`src/rtl/systolic_sequencer.sv`:
```
// Start/busy/done control FSM for the 3x3 systolic convolution array: feed-mux step, PE mode,
// PE clock enable and output-shift enable. Optional run-cycle counter under SYSTOLIC_SEQ_CYCLE_CNT_EN.
module systolic_sequencer #(
  parameter int FEED_CYCLES  = 11,
  parameter int DRAIN_CYCLES = 3,
  parameter int CNT_W        = 4
) (
  input  logic             clk,
  input  logic             rst,
  input  logic             start,
  input  logic             abort,
  output logic [CNT_W-1:0] step,
  output logic             feed_en,
  output logic             mode,
  output logic             pe_en,
  output logic             cap_en,
  output logic             busy,
  output logic             done
`ifdef SYSTOLIC_SEQ_CYCLE_CNT_EN
  ,
  output logic [7:0]       run_cycles
`endif
);

  localparam int DRAIN_W = (DRAIN_CYCLES > 1) ? $clog2(DRAIN_CYCLES) : 1;

  typedef enum logic [1:0] {IDLE, FEED, DRAIN, DONE} state_t;

  state_t               state_q, state_d;
  logic [CNT_W-1:0]     step_q, step_d;
  logic [DRAIN_W-1:0]   drain_q, drain_d;
  logic                 feed_en_q, feed_en_d;
  logic                 mode_q, mode_d;
  logic                 pe_en_q, pe_en_d;
  logic                 cap_en_q, cap_en_d;
  logic                 busy_q, busy_d;
  logic                 done_q, done_d;
  logic                 start_acc;

  function automatic logic [CNT_W-1:0] sat_inc_step(input logic [CNT_W-1:0] v);
    return (v == {CNT_W{1'b1}}) ? v : v + CNT_W'(1);
  endfunction

  function automatic logic [DRAIN_W-1:0] sat_inc_drain(input logic [DRAIN_W-1:0] v);
    return (v == {DRAIN_W{1'b1}}) ? v : v + DRAIN_W'(1);
  endfunction

  // abort in IDLE/DONE only masks a same-cycle start
  assign start_acc = ((state_q == IDLE) || (state_q == DONE)) && start && !abort;

  always_ff @(posedge clk) begin
    if (!rst) begin
      state_q   <= IDLE;
      step_q    <= '0;
      drain_q   <= '0;
      feed_en_q <= 1'b0;
      mode_q    <= 1'b1;
      pe_en_q   <= 1'b0;
      cap_en_q  <= 1'b0;
      busy_q    <= 1'b0;
      done_q    <= 1'b0;
    end else begin
      state_q   <= state_d;
      step_q    <= step_d;
      drain_q   <= drain_d;
      feed_en_q <= feed_en_d;
      mode_q    <= mode_d;
      pe_en_q   <= pe_en_d;
      cap_en_q  <= cap_en_d;
      busy_q    <= busy_d;
      done_q    <= done_d;
    end
  end

  always_comb begin
    state_d = state_q;
    step_d  = '0;
    drain_d = '0;
    unique case (state_q)
      IDLE, DONE: state_d = start_acc ? FEED : IDLE;
      FEED: begin
        if (abort)                                   state_d = IDLE;
        else if (step_q == CNT_W'(FEED_CYCLES - 1))  state_d = DRAIN;
      end
      DRAIN: begin
        if (abort)                                       state_d = IDLE;
        else if (drain_q == DRAIN_W'(DRAIN_CYCLES - 1))  state_d = DONE;
      end
      default: state_d = IDLE;
    endcase
    // Counters follow the destination state; DRAIN parks step on the zero slot.
    unique case (state_d)
      FEED:    step_d = (state_q == FEED) ? sat_inc_step(step_q) : '0;
      DRAIN: begin
        step_d  = CNT_W'(FEED_CYCLES);
        drain_d = (state_q == DRAIN) ? sat_inc_drain(drain_q) : '0;
      end
      default: begin
        step_d  = '0;
        drain_d = '0;
      end
    endcase
  end

  always_comb begin
    feed_en_d = (state_d == FEED);
    mode_d    = (state_d != FEED);
    pe_en_d   = (state_d == FEED) || (state_d == DRAIN);
    cap_en_d  = (state_d == DRAIN);
    busy_d    = (state_d == FEED) || (state_d == DRAIN);
    done_d    = (state_d == DONE);
  end

  assign step    = step_q;
  assign feed_en = feed_en_q;
  assign mode    = mode_q;
  assign pe_en   = pe_en_q;
  assign cap_en  = cap_en_q;
  assign busy    = busy_q;
  assign done    = done_q;

`ifdef SYSTOLIC_SEQ_CYCLE_CNT_EN
  logic [7:0] run_cycles_q;

  // Counts every cycle pe_en was high; idles (and thus freezes) once pe_en drops.
  always_ff @(posedge clk) begin
    if (!rst)                                    run_cycles_q <= '0;
    else if (start_acc)                          run_cycles_q <= '0;
    else if (pe_en_q && run_cycles_q != 8'hFF)   run_cycles_q <= run_cycles_q + 8'd1;
  end

  assign run_cycles = run_cycles_q;
`endif

endmodule
```
`config.mk`:
```
export PLATFORM = sky130hd
export DESIGN_NAME = systolic_sequencer
export DESIGN_NICKNAME = d
export VERILOG_FILES = /design/src/rtl/systolic_sequencer.sv
export SDC_FILE = /design/constraint.sdc
export NUM_CORES = 1
export LEC_CHECK = 0
export ABC_AREA = 1
export CORE_ASPECT_RATIO = 0.75
export CORE_MARGIN = 4
export CORE_UTILIZATION = 40
export CTS_BUF_LIST = sky130_fd_sc_hd__clkbuf_8
export CTS_CLUSTER_SIZE = 40
export DETAILED_ROUTE_END_ITERATION = 16
export GPL_TIMING_DRIVEN = 0
export PLACE_DENSITY = 0.7
export SKIP_CTS_REPAIR_TIMING = 1
export SYNTH_ARGS = -nofsm -noshare
export SYNTH_HDL_FRONTEND = slang
export SYNTH_SLANG_ARGS = --single-unit
```
`constraint.sdc`:
```
create_clock -name clk -period 1.7 [get_ports clk]
set_clock_uncertainty 0.1 [all_clocks]
set_input_delay 0.34 -clock clk [delete_from_list [all_inputs] [get_ports clk]]
set_output_delay 0.34 -clock clk [all_outputs]
set_load 0.01 [all_outputs]
```
==> run_results.csv, run 1 <==
group,metric,value,unit
status,outcome,"complete, but fails checks",
status,violations,"setup timing",
pwr,power.density,551,nW/um2
finish,fillCellCount,107,
finish,area_growth,70.3,%
drt,drc,0,
drt,drt-wirelength-per-cell,14.4,um
pwr,p_leak,0.563,nW
placement,portBuffers,13,
clock_network,clockBufferDepth,2,
critical_path,required,1.78,ns
synthesis,syn_nets,105,
global_route,overflow,0,
critical_path,worstPathArrival,1.93,ns
drt,postRouteAntennaNets,0,
timing,whs,0.400,ns
pwr,p_switching,0.161,mW
global_route,grt_use_total,12.7,%
floorplanning,dieHeight,44.8,um
finish,drive_above_1_share,53.3,%
synthesis,ys_seq_area_share,36.1,%
timing,fin_crit_sh,109,%
synthesis,ys_types,18,
pwr,peakVddDrop,0.000692,V
placement,place.gp.congestion,0.787,
finish,nets,137,
floorplanning,design.die.area,2550,um2
floorplanning,die_x,57.0,um
placement,place_hpwl,1.07,mm
synthesis,synthXorXnorAreaFrac,0,%
critical_path,path_class,"register to register",
global_route,grt_util_met2,18.2,%
global_route,grt_max_degree,8,
global_route,met1_usage,16.0,%
pwr,p_total,0.676,mW
critical_path,critPathMaxFanout,5,
synthesis,synth-simple-area-share,25.5,%
flow_run,max_cap_violations,0,
global_route,grt_busiest_layer,"met2",
timing,final-hold-violation-count,0,
synthesis,avgSynthCellArea,7.92,um2
critical_path,cp-start-kind,"register",
drt,vias_per_cell,5.01,
timing,totalNegativeSetupSlack,-0.522,ns
drt,wirelength,2.06,mm
pwr,swShare,23.7,%
pwr,p_seq_share,45.7,%
clock_network,root_buffer,"clkbuf_8",
finish,insertedDiodeCount,0,
clock_network,cts.sinks,13,
floorplanning,rows,12,
drt,drt_iter0_drc,10,
pwr,clock_power_share,40.4,%
global_route,antenna_found_initial,0,
synthesis,synth_warnings,0,
drt,vias,716,
clock_network,numCtsBuffers,3,
synthesis,netlist_area,721,um2
synthesis,synth_compound_area_share,9.55,%
pwr,pwr-share-comb,13.9,%
floorplanning,ios,14,
pwr,p_int,0.516,mW
critical_path,cp-end-kind,"register",
timing,worstMarginPinSlew,0.324,ns
synthesis,yosys.area_share.adder,17.4,%
timing,maxSlewViolCount,0,
timing,slew_headroom,78.3,%
clock_network,clk_pin_slew,0.06,ns
synthesis,netlist_instances,91,
floorplanning,core_area,1590,um2
synthesis,ys_seq_elements,13,
synthesis,synth_top_family_by_area,"simple AND/OR/NAND/NOR gates",
global_route,grt_pass1_wl,2.37,mm
floorplanning,start_util,45.3,%
finish,layout_common_cells,"buf_4, nand2_1, clkdlybuf4s50_1",
hold_path,min-delay-path-class,"register to register",
global_route,grt_pass1_vias,559,
timing,setup_violations,5,
timing,setup_ws,-0.146,ns
clock_network,cts_tree,"built",
finish,final_common_cell,"buf_4",
synthesis,synthMuxAreaShare,0,%
timing,fmax,542,MHz
drt,dr.pass1.iters,4,
timing,grt_setup_unrepaired,"true",
timing,period_needed,1.85,ns
clock_network,clock_latency,0.25,ns
clock_network,cts_max_level,1,
global_route,use_met3,4.86,%
-- cell type report --
class                      count  area, um2  area share, %
buffer                         1       7.51          0.612
clock inverter                 1       3.75          0.306
timing repair buffer          27        245           20.0
inverter                      20       85.1           6.93
tap                           21       26.3           2.14
clock buffer                   3       41.3           3.36
multi-input combinational     57        543           44.2
sequential                    13        275           22.4
-- per-layer routing --
metal	wire, um	vias to the layer above
li1	-	341
met3	160	8
met2	945	38
met4	70	0
met1	882	329
met5	0	-
-- Yosys cell counts --
master | number | area share, %
nand2_1 | 20 | 10
inv_1 | 17 | 8.9
dfxtp_1 | 13 | 36
ha_1 | 10 | 17
nand3_1 | 6 | 4.2
nor2_1 | 5 | 2.6
o21ai_0 | 4 | 2.8
inv_2 | 3 | 1.6
a21oi_1 | 2 | 1.4
nand2_2 | 2 | 1.7
o21ai_1 | 2 | 1.4
buf_4 | 1 | 1.0
nand3_2 | 1 | 1.4
nor2_4 | 1 | 1.6
nor2_8 | 1 | 2.8
o21a_1 | 1 | 1.0
o31ai_4 | 1 | 3.0
or2_2 | 1 | 0.87
-- power by group through the flow --
stage	logic (mW)	clock network, mW	registers [mW]
final	0.0941	0.273	0.309
after global routing	0.0987	0.285	0.310
after CTS	0.0585	0.275	0.311
after detailed placement	0.0583	0	0.318
after global placement	0.0575	0	0.317
after floorplan	0.0340	0	0.319
-- kinds of logic (layout without fill, tap and decap cells) --
kind of cell,after synthesis,count (layout)
buffers and inverters,21,52
AND/OR/NAND/NOR,37,37
adder cells (fa/ha/maj),10,10
flip-flops,13,13
AO/OA/AOI/OAI,10,10
-- per-stage QoR --
stage                     setup slack, ns  area [um2]  util, %  instances
after global routing               -0.216        1230     77.1        143
after floorplan                   0.00574         793        -         91
after detailed placement           -0.294         950     59.7        125
after global placement             -0.274         950     59.7        125
after CTS                          -0.188         995     62.5        129
final                              -0.146        1230     77.1        143
-- critical path: stages (launching register included) --
cell and delay (ns):
dfxtp_4 0.38, inv_2 0.05, ha_4 0.23, a21oi_4 0.15
nand2_4 0.09, inv_4 0.07, ha_4 0.16, nand2_8 0.07
nor2_4 0.18, nand3_4 0.14, o21ai_2 0.15
-- path summary, 6_finish.rpt --
kind	end	cells after the start	from	slack (ns)
hold reg to reg	drain_q[0]	2	drain_q[0]	0.40
hold / removal	drain_q[0]	2	drain_q[0]	0.40
setup / recovery	step[1]	10	state_q[0]	-0.15
setup reg to reg	step[1]	10	state_q[0]	-0.15
-- registers in the layout, summed over array words and instances (netlist names) --
signal	cells
busy	1
cap_en	1
done	1
drain_q	2
feed_en	1
mode	1
state_q	2
step	4
Note: power is estimated with default switching activity, not from simulation.
==> run 2, diff against run 1 <==
- CORE_UTILIZATION: 40 -> 35
- PLACE_DENSITY: 0.7 -> 0.63
==> run_results.csv, run 2 (synthesized netlist as in run 1, its figures left out) <==
group,metric,value,unit
hold_path,min_from,"drain_q[0]",
clock_network,root_buffer,"clkbuf_8",
finish,largest_register_ffs,4,
global_route,grt_pass1_wl,1.95,mm
placement,placed_area,951,um2
clock_network,clock_latency,0.24,ns
critical_path,ff2ff_setup_slack,-0.12,ns
global_route,overflow,0,
timing,final-hold-violation-count,0,
timing,worstMarginPinSlew,0.272,ns
timing,setup_ws,-0.115,ns
pwr,p_leak,0.589,nW
placement,place_hpwl,1.07,mm
timing,slew_headroom,81.8,%
timing,grt_setup_unrepaired,"true",
clock_network,clk_pin_slew,0.06,ns
clock_network,cts_max_level,1,
drt,postRouteAntennaNets,0,
critical_path,reg2regPathDepth,11,
finish,drive_above_1_share,53.3,%
floorplanning,dieHeight,47.3,um
drt,drc,0,
clock_network,cts.sinks,13,
timing,fin_crit_sh,107,%
status,outcome,"complete, but fails checks",
floorplanning,start_util,39.2,%
critical_path,cp-start-kind,"register",
drt,vias,659,
hold_path,holdPathStages,2,
timing,period_needed,1.82,ns
floorplanning,die_x,60.4,um
placement,place.gp.congestion,0.726,
pwr,power.density,535,nW/um2
timing,fmax,551,MHz
floorplanning,rows,13,
placement,portBuffers,13,
drt,dr.pass1.iters,4,
global_route,grt_pass1_vias,445,
finish,layout_common_cells,"nand2_1, buf_4, clkdlybuf4s50_1",
clock_network,clockBufferDepth,2,
critical_path,critPathMaxFanout,5,
critical_path,path_class,"register to register",
hold_path,min-delay-path-class,"register to register",
flow_run,max_cap_violations,0,
status,violations,"setup timing",
drt,wirelength,1.70,mm
critical_path,worstPathArrival,1.88,ns
timing,setup_violations,7,
clock_network,cts_tree,"built",
floorplanning,ios,14,
global_route,antenna_found_initial,0,
critical_path,r2r_start,"state_q[1]",
global_route,grt_max_degree,8,
finish,insertedDiodeCount,0,
timing,totalNegativeSetupSlack,-0.331,ns
floorplanning,core_area,1840,um2
clock_network,numCtsBuffers,3,
critical_path,r2r-end,"step[2]",
drt,vias_per_cell,4.58,
critical_path,required,1.76,ns
floorplanning,design.die.area,2860,um2
critical_path,cp-end-kind,"register",
drt,drt-wirelength-per-cell,11.8,um
timing,maxSlewViolCount,0,
global_route,grt_use_total,9.84,%
drt,drt_iter0_drc,13,
pwr,peakVddDrop,0.000471,V
finish,fin_area,1230,um2
finish,area_growth,71.2,%
finish,final_common_cell,"nand2_1",
hold_path,hold_end,"drain_q[0]",
finish,nets,137,
-- run 2: where the power goes --
group | switching (mW) | internal [mW] | leakage (nW)
combinational | 0.0390 | 0.0443 | 0.453
clock | 0.110 | 0.159 | 0.0269
sequential | 0.00260 | 0.304 | 0.110
-- run 2: worst max-delay path by stage --
| stage | depth (start not counted) | end | slack (ns) | from |
|---|---|---|---|---|
| 2_1_floorplan | 12 | step[1] | 0.006 | state_q[0] |
| 3_3_place_gp | 10 | step[1] | -0.28 | start |
| 3_5_place_dp | 10 | step[1] | -0.30 | start |
| 4_1_cts | 10 | step[1] | -0.19 | state_q[0] |
| 5_1_grt | 12 | step[2] | -0.20 | step[0] |
| 6_report | 11 | step[2] | -0.12 | state_q[1] |
-- run 2: final cells by class --
type,instances,area (um2)
clock buffers,3,41.3
inverters,20,82.6
well taps,22,27.5
fillers,135,604
multi-input cells,57,544
plain buffers,1,7.51
repair buffers,27,249
flip-flops and latches,13,278
clock inverters,1,3.75
-- run 2: stage by stage --
stage          total power [mW]  setup slack (ns)  hold slack [ns]  std cells  util [%]
3_3_place_gp              0.376            -0.282            0.374        126      51.7
3_5_place_dp              0.376            -0.296            0.375        126      51.7
4_1_cts                   0.649            -0.189            0.383        130      54.2
6_report                  0.660            -0.115            0.401        144      67.1
2_1_floorplan             0.353           0.00574            0.328         91         -
5_1_grt                   0.692            -0.197            0.424        144      67.1
-- run 2: metal layers --
| metal | vias to the layer above | wire, um | part of all wire, % | GRT usage, % |
|---|---|---|---|---|
| met5 | - | 0 | 0 | 0 |
| met4 | 0 | 19 | 1.1 | 3.98 |
| met3 | 2 | 138 | 8.1 | 4.95 |
| met2 | 23 | 743 | 44 | 12.5 |
| met1 | 291 | 800 | 47 | 13.8 |
| li1 | 343 | - | - | - |
-- run 2: worst max-delay path, cell delays in order (launching register included) --
cell and delay, ns:
dfxtp_4 0.38, inv_4 0.04, ha_4 0.15, buf_6 0.12, nand2_1 0.06, nand2_1 0.07
nand2_2 0.11, inv_2 0.08, ha_4 0.26, nor2_8 0.15, nand2_4 0.07, o31ai_4 0.15
